==> config.mk <==
export PLATFORM = sky130hd
export DESIGN_NAME = hamming74_rx_decoder_flat
export DESIGN_NICKNAME = d
export VERILOG_FILES = /design/src/rtl/hamming74_rx_decoder_pkg.sv /design/src/rtl/hamming74_rx_decoder_if.sv /design/src/rtl/hamming74_rx_decoder_syndrome.sv /design/src/rtl/hamming74_rx_decoder.sv /design/src/flat_wrapper.sv
export SDC_FILE = /design/constraint.sdc
export NUM_CORES = 1
export LEC_CHECK = 0
export CAP_MARGIN = 5
export CORE_MARGIN = 2
export CORE_UTILIZATION = 49
export DETAILED_ROUTE_END_ITERATION = 10
export MAX_ROUTING_LAYER = met4
export PLACE_DENSITY = 0.89
export SLEW_MARGIN = 30
export SYNTH_ARGS = -nofsm -noshare
export SYNTH_HDL_FRONTEND = slang
export SYNTH_SLANG_ARGS = --single-unit
==> constraint.sdc <==
create_clock -name clk -period 2.89 [get_ports clk]
set_input_delay 0.289 -clock clk [delete_from_list [all_inputs] [get_ports clk]]
set_output_delay 0.289 -clock clk [all_outputs]
set_load 0.05 [all_outputs]
==> src/rtl/hamming74_rx_decoder_pkg.sv <==
// Shared types, codeword layout constants and syndrome helpers for the
// Hamming(7,4) receive decoder.
// Build option: HAMMING_SECDED_EN widens codewords to 8 bits (adds overall parity p0).
package hamming_pkg;

`ifdef HAMMING_SECDED_EN
    localparam int CW_W = 8;
`else
    localparam int CW_W = 7;
`endif

    // Codeword index i carries Hamming position i+1; index 7 is overall parity.
    localparam int P1_IDX = 0;
    localparam int P2_IDX = 1;
    localparam int D1_IDX = 2;
    localparam int P4_IDX = 3;
    localparam int D2_IDX = 4;
    localparam int D3_IDX = 5;
    localparam int D4_IDX = 6;
    localparam int P0_IDX = 7;

    localparam int BCNT_W = 4;

    typedef enum logic [1:0] {
        IDLE   = 2'd0,
        SHIFT  = 2'd1,
        DECODE = 2'd2,
        HOLD   = 2'd3
    } rx_state_t;

    typedef struct packed {
        logic [3:0] data;
        logic       corr;
        logic [2:0] pos;
        logic       uncorr;
    } dec_result_t;

    // Syndrome {s4,s2,s1}; a nonzero value is the flipped Hamming position.
    function automatic logic [2:0] hamming_syndrome(input logic [6:0] cw);
        logic s1;
        logic s2;
        logic s4;
        s1 = cw[P1_IDX] ^ cw[D1_IDX] ^ cw[D2_IDX] ^ cw[D4_IDX];
        s2 = cw[P2_IDX] ^ cw[D1_IDX] ^ cw[D3_IDX] ^ cw[D4_IDX];
        s4 = cw[P4_IDX] ^ cw[D2_IDX] ^ cw[D3_IDX] ^ cw[D4_IDX];
        return {s4, s2, s1};
    endfunction

    // Payload {d4,d3,d2,d1} pulled out of a 7-bit codeword.
    function automatic logic [3:0] hamming_extract(input logic [6:0] cw);
        return {cw[D4_IDX], cw[D3_IDX], cw[D2_IDX], cw[D1_IDX]};
    endfunction

endpackage

==> src/rtl/hamming74_rx_decoder_if.sv <==
// Handshake bundle between the codeword source, the decoder and the payload
// consumer. The master side offers codewords and accepts payloads.
interface hamming74_rx_decoder_if;
    logic [7:0] cw_in;
    logic       cw_valid;
    logic       cw_ready;
    logic       serial_in;
    logic       serial_valid;
    logic [3:0] data_out;
    logic       data_valid;
    logic       data_ready;
    logic       err_corr;
    logic [2:0] err_pos;
    logic       err_uncorr;

    modport master (
        output cw_in, cw_valid, serial_in, serial_valid, data_ready,
        input  cw_ready, data_out, data_valid, err_corr, err_pos, err_uncorr
    );

    modport slave (
        input  cw_in, cw_valid, serial_in, serial_valid, data_ready,
        output cw_ready, data_out, data_valid, err_corr, err_pos, err_uncorr
    );
endinterface

==> src/rtl/hamming74_rx_decoder_syndrome.sv <==
// Combinational Hamming syndrome, single-bit correction and payload extraction.
// Kept free of state so the encoder-side checker can reuse it.
// Build option: HAMMING_SECDED_EN adds overall-parity double-error detection.
module hamming74_syndrome
    import hamming_pkg::*;
(
    input  logic [CW_W-1:0] cw,
    output dec_result_t     res
);

    logic [2:0] syn_s;
    logic [6:0] fixed_s;
`ifdef HAMMING_SECDED_EN
    logic       q_s;
`endif

    // Compute syndrome, flip the indicated bit and classify the error.
    always_comb begin
        syn_s = hamming_syndrome(cw[6:0]);
        for (int i = 0; i < 7; i++) begin
            fixed_s[i] = cw[i] ^ (syn_s == 3'(i + 1));
        end
`ifdef HAMMING_SECDED_EN
        q_s     = ^cw;
        res.pos = syn_s;
        if ((syn_s != 3'd0) && !q_s) begin
            // Even overall parity with a nonzero syndrome: two bits flipped.
            res.data   = hamming_extract(cw[6:0]);
            res.corr   = 1'b0;
            res.uncorr = 1'b1;
        end else begin
            // Single error in 1..7, or the p0 bit itself (syndrome 0, q=1).
            res.data   = hamming_extract(fixed_s);
            res.corr   = (syn_s != 3'd0) || q_s;
            res.uncorr = 1'b0;
        end
`else
        res.data   = hamming_extract(fixed_s);
        res.corr   = (syn_s != 3'd0);
        res.pos    = syn_s;
        res.uncorr = 1'b0;
`endif
    end

endmodule

==> src/rtl/hamming74_rx_decoder.sv <==
// Hamming(7,4) receive decoder: captures a codeword in parallel or bit-serial,
// corrects single-bit errors, presents the payload on a valid/ready handshake
// and keeps a saturating corrected-error count.
// Build option: HAMMING_SECDED_EN (8-bit codewords with overall parity).
module hamming74_rx_decoder
    import hamming_pkg::*;
(
    input  logic                   clk,
    input  logic                   rst,
    input  logic                   enable,
    input  logic                   ser_mode,
    input  logic                   cnt_clr,
    hamming74_rx_decoder_if.slave  bus,
    output logic [7:0]             corr_count
);

    rx_state_t         state_r;
    rx_state_t         state_s;
    logic [CW_W-1:0]   cw_r;
    logic [BCNT_W-1:0] bit_cnt_r;
    logic [BCNT_W-1:0] bit_cnt_s;
    logic              take_par_s;
    logic              shift_s;
    dec_result_t       dec_s;
    logic [3:0]        data_r;
    logic              err_corr_r;
    logic [2:0]        err_pos_r;
    logic              err_uncorr_r;
    logic [7:0]        corr_count_r;

`ifndef HAMMING_SECDED_EN
    // Bit 7 carries overall parity only in the extended build.
    logic              unused_cw_msb_s;
    assign unused_cw_msb_s = bus.cw_in[7];
`endif

    assign bus.cw_ready   = enable && (state_r == IDLE) && !ser_mode;
    assign bus.data_valid = (state_r == HOLD);
    assign bus.data_out   = data_r;
    assign bus.err_corr   = err_corr_r;
    assign bus.err_pos    = err_pos_r;
    assign bus.err_uncorr = err_uncorr_r;
    assign corr_count     = corr_count_r;

    hamming74_syndrome u_syndrome (
        .cw  (cw_r),
        .res (dec_s)
    );

    // Next-state and capture/shift control; everything holds while enable is low.
    always_comb begin
        state_s    = state_r;
        bit_cnt_s  = bit_cnt_r;
        take_par_s = 1'b0;
        shift_s    = 1'b0;
        if (enable) begin
            case (state_r)
                IDLE: begin
                    if (!ser_mode) begin
                        if (bus.cw_valid) begin
                            take_par_s = 1'b1;
                            state_s    = DECODE;
                        end else begin
                            state_s    = IDLE;
                        end
                    end else begin
                        if (bus.serial_valid) begin
                            shift_s   = 1'b1;
                            bit_cnt_s = 4'd1;
                            state_s   = SHIFT;
                        end else begin
                            state_s   = IDLE;
                        end
                    end
                end
                SHIFT: begin
                    if (bus.serial_valid) begin
                        shift_s = 1'b1;
                        if (bit_cnt_r == 4'(CW_W - 1)) begin
                            bit_cnt_s = 4'd0;
                            state_s   = DECODE;
                        end else begin
                            bit_cnt_s = bit_cnt_r + 4'd1;
                        end
                    end else begin
                        state_s = SHIFT;
                    end
                end
                DECODE: begin
                    state_s = HOLD;
                end
                HOLD: begin
                    if (bus.data_ready) begin
                        state_s = IDLE;
                    end else begin
                        state_s = HOLD;
                    end
                end
                default: begin
                    state_s   = IDLE;
                    bit_cnt_s = 4'd0;
                end
            endcase
        end else begin
            state_s = state_r;
        end
    end

    // State and bit-counter registers.
    always_ff @(posedge clk or posedge rst) begin
        if (rst) begin
            state_r   <= IDLE;
            bit_cnt_r <= 4'd0;
        end else begin
            state_r   <= state_s;
            bit_cnt_r <= bit_cnt_s;
        end
    end

    // Codeword register: parallel load or LSB-first shift (first bit ends in cw[0]).
    always_ff @(posedge clk or posedge rst) begin
        if (rst) begin
            cw_r <= '0;
        end else if (take_par_s) begin
            cw_r <= bus.cw_in[CW_W-1:0];
        end else if (shift_s) begin
            cw_r <= {bus.serial_in, cw_r[CW_W-1:1]};
        end
    end

    // Latch the decode result once per codeword; held stable through HOLD.
    always_ff @(posedge clk or posedge rst) begin
        if (rst) begin
            data_r       <= 4'd0;
            err_corr_r   <= 1'b0;
            err_pos_r    <= 3'd0;
            err_uncorr_r <= 1'b0;
        end else if (enable && (state_r == DECODE)) begin
            data_r       <= dec_s.data;
            err_corr_r   <= dec_s.corr;
            err_pos_r    <= dec_s.pos;
            err_uncorr_r <= dec_s.uncorr;
        end
    end

    // Saturating corrected-error counter; clear wins and works while disabled.
    always_ff @(posedge clk or posedge rst) begin
        if (rst) begin
            corr_count_r <= 8'd0;
        end else if (cnt_clr) begin
            corr_count_r <= 8'd0;
        end else if (enable && (state_r == DECODE) && dec_s.corr &&
                     (corr_count_r != 8'hFF)) begin
            corr_count_r <= corr_count_r + 8'd1;
        end
    end

endmodule

==> src/flat_wrapper.sv <==
// flat-port wrapper written by rule: the top's interface ports become plain ports
module hamming74_rx_decoder_flat import hamming_pkg::*;
  (clk, rst, enable, ser_mode, cnt_clr, corr_count, bus_cw_in, bus_cw_valid, bus_serial_in, bus_serial_valid, bus_data_ready, bus_cw_ready, bus_data_out, bus_data_valid, bus_err_corr, bus_err_pos, bus_err_uncorr);
  hamming74_rx_decoder_if bus_i ();
  input  logic clk;
  input  logic rst;
  input  logic enable;
  input  logic ser_mode;
  input  logic cnt_clr;
  output logic [7:0] corr_count;
  input wire logic [$bits(bus_i.cw_in)-1:0] bus_cw_in;
  input wire logic [$bits(bus_i.cw_valid)-1:0] bus_cw_valid;
  input wire logic [$bits(bus_i.serial_in)-1:0] bus_serial_in;
  input wire logic [$bits(bus_i.serial_valid)-1:0] bus_serial_valid;
  input wire logic [$bits(bus_i.data_ready)-1:0] bus_data_ready;
  output wire logic [$bits(bus_i.cw_ready)-1:0] bus_cw_ready;
  output wire logic [$bits(bus_i.data_out)-1:0] bus_data_out;
  output wire logic [$bits(bus_i.data_valid)-1:0] bus_data_valid;
  output wire logic [$bits(bus_i.err_corr)-1:0] bus_err_corr;
  output wire logic [$bits(bus_i.err_pos)-1:0] bus_err_pos;
  output wire logic [$bits(bus_i.err_uncorr)-1:0] bus_err_uncorr;
  assign bus_i.cw_in = bus_cw_in;
  assign bus_i.cw_valid = bus_cw_valid;
  assign bus_i.serial_in = bus_serial_in;
  assign bus_i.serial_valid = bus_serial_valid;
  assign bus_i.data_ready = bus_data_ready;
  assign bus_cw_ready = bus_i.cw_ready;
  assign bus_data_out = bus_i.data_out;
  assign bus_data_valid = bus_i.data_valid;
  assign bus_err_corr = bus_i.err_corr;
  assign bus_err_pos = bus_i.err_pos;
  assign bus_err_uncorr = bus_i.err_uncorr;
  hamming74_rx_decoder u_core (.clk(clk), .rst(rst), .enable(enable), .ser_mode(ser_mode), .cnt_clr(cnt_clr), .bus(bus_i), .corr_count(corr_count));
endmodule
==> impl_results.md <==
- Die Wd: around 62 um
- Layout area overhead: 24.38%
- Post-DRT Antenna Nets: 0
- Number of core rows: 21
- Buf/Inv on CP: 1
- Nets: roughly 230
- EDFF count, synth: 0
- CP arrival: 2.05 ns
- Most frequent cells in the layout: 33 x clkdlybuf4s50_1, 30 x nand2_1, 29 x dfrtp_1
- Worst slew pin tran: 0.5459 ns
- CTS Buf Count: 5
- Drt wl/cell: 13.14 um
- H-tree levels: 2
- Max FO, Critical Path: 10
- Vias in the first global route: 1,321
- CP max-delay cell: clkdlybuf4s50_1
- RSZ-0062 raised after global routing: no
- Grt total ovfl: 0
- Hold Vio Cnt, Final: 0
- Tcrit/Tclk final: 0.8077
- Post-CTS Hold Fix Bufs: 0
- Gpl congestion: between 0.8 and 0.9
- Place WS: 0.6933 ns
- R2R depth: 5
- YS warnings: 0
- Netlist Area Pre-Place: 1673 sq um
- Clk_skew: 0.01128 ns
- Initial Util: 0.5053
- CP Launch Type: flip-flop
- Die area: 3898 sq um
- Postcts setup bufs: 0
- CORE AREA: 3311 sq um
- CP top delay family: buffers and inverters
- Critical Path RT: between 2 and 3 ns
- Final Power: 2.077 mW
- Max Clk Rate: approximately 430 MHz
- Clk pin slew, worst setup/hold paths: 0.11 ns
- Post-Syn Nets: 200
- Worst r2r src: u_core.cw_r[6]$_DFFE_PP0P_
- Drt drc: 0
- Fillers: 305
- Synth cell types: 45
- Diode count: 0
- Initial antenna violation count: 0
- Period minus WS final: around 2.3 ns
- CTS root buf: clkbuf_4
- Die Height: 62.43 um
- Crit. End Element: output port
- Seq cells post-synth: 29
- CTS Buffer Depth: 2
- Commonest non-fill, non-tap cell in the layout: clkdlybuf4s50_1
- Clk Latency, worst-skew pair: 0.35 ns
- PortBufs: 33
- DP Wirelength: 2.388 mm
- Max rail drop VDD: slightly above 0.4 mV
- R2R setup slack: a little over 0.7 ns
- Post-route worst setup slack: 0.5558 ns
- Max Cap Viol: 0
- Sequential-to-total area share from yosys stat: 0.4338
- GRT Total Usage: 0.1979
- Final setup fails: 0
- Static Leakage: 0.8964 nW
- Primary FF master, synth: dfrtp_1
- CTS tree: built
- Boundary pin count: 36
- Global-route wire length before repair: 5.871 mm
- DR iter-0 viols: 77
- Max Slew Vio Count: 0
- Pin count of the biggest net entering global routing: 30
- Post-Syn Instances: 180
- Post-cts resize count: 0
- Post-synthesis area per instance: 9.294 sq um
- Power Dens Cells: 998.4 nW/um^2
- CP Cell Sequence: nor4b_2 > clkdlybuf4s50_1
- Clock sink count: 29
- Max incr delay on CP: 0.84 ns
- Setup_tns: 0 ns
- Share of post-route cells with drive strength above 1: 0.08962
- Total wire length: 3.391 mm
- Status: completed
- HP Class: input pin to async pin
- Synth async-reset ratio: 1.000
- R2R Path End: u_core.corr_count[0]$_DFFE_PP0P_
- Total number of vias: 1,407
- WHS: 0.2904 ns
- Rel. slew slack: 0.6360
- Drt first pass iters: 4
- Drt via density: between 5 and 6
- Critical path class: flip-flop to output port
-- sequential cells by signal (all words and copies together) (netlist names) --
name and cells:
u_core.bit_cnt_r 4, u_core.bus.data_out 4, u_core.bus.err_corr 1, u_core.bus.err_pos 3
u_core.corr_count 8, u_core.cw_r 7, u_core.state_r 2
-- Yosys cell counts (all sizes together), types with 4 or more instances --
cell type / count / share of area
nor2b: 4 / 0.015
nor2: 8 / 0.018
xnor2: 7 / 0.041
a21oi: 9 / 0.029
a22oi: 7 / 0.031
nand2: 30 / 0.067
nand3: 8 / 0.024
inv: 5 / 0.011
dfrtp: 29 / 0.43
clkbuf: 8 / 0.018
o21ai: 17 / 0.051
or3: 5 / 0.019
-- cell families (layout without fill, tap and decap cells) --
kind of cell	count (synthesis)	count (layout)	synth area share
AOI/OAI and AO/OA	42	42	0.1548
xor gates and xnor gates	11	11	0.07031
adders and majority gates	3	3	0.02244
buffers and inverters	16	48	0.04488
DFF	29	29	0.4338
muxes	5	5	0.03665
other	1	1	0.002242
and+or+nand+nor	73	73	0.2349
-- layout make-up --
cell class	count	area (sq um)	share of cell area
Inverter	5	18.77	0.009020
Tap cell	46	57.56	0.02766
Multi-Input combinational cell	135	878.3	0.4221
Clock inverter	3	17.52	0.008419
Clock buffer	5	37.54	0.01804
Timing Repair Buffer	35	345.3	0.1660
Sequential cell	29	725.7	0.3488
-- worst register-to-register path, stage by stage (launching register included) --
cell,delay (ns)
dfrtp_1,0.46
xnor2_1,0.25
or3_1,0.42
a21oi_2,0.46
a211oi_2,0.14
mux2_1,0.33
-- power breakdown --
| part | switching [mW] | internal (mW) | leakage, nW |
|---|---|---|---|
| clock | 0.162 | 0.0915 | 0.0310 |
| combinational | 0.681 | 0.444 | 0.493 |
| sequential | 0.162 | 0.537 | 0.372 |
-- worst max path at each step --
stage / from / end / slack, ns / depth (start not counted)
after floorplan: u_core.state_r[1]$_DFFE_PP0P_ / u_core.cw_r[2]$_DFFE_PP0P_ / 0.44 / 7
after global placement: ser_mode / bus_cw_ready / 0.70 / 3
after detailed placement: ser_mode / bus_cw_ready / 0.69 / 3
after CTS: u_core.state_r[1]$_DFFE_PP0P_ / bus_cw_ready / 0.54 / 2
after global routing: u_core.state_r[0]$_DFFE_PP0P_ / bus_cw_ready / 0.48 / 2
final: u_core.state_r[1]$_DFFE_PP0P_ / bus_cw_ready / 0.56 / 2
-- per-stage QoR --
step | area [sq um] | cells | util
detailed placement | 2026 | 250 | 0.6119
global placement | 2026 | 250 | 0.6119
global route | 2081 | 258 | 0.6285
CTS | 2081 | 258 | 0.6285
finish | 2081 | 258 | 0.6285
floorplan | 1679 | 180 | -
-- metal layers --
metal	share of wire	wire length, um	GRT usage
met3	0.059	200	0.06486
met1	0.46	1552	0.2411
met2	0.47	1594	0.3078
met5	0	0	-
met4	0.013	43	0.07500
Note: power is estimated with default switching activity, not from simulation.
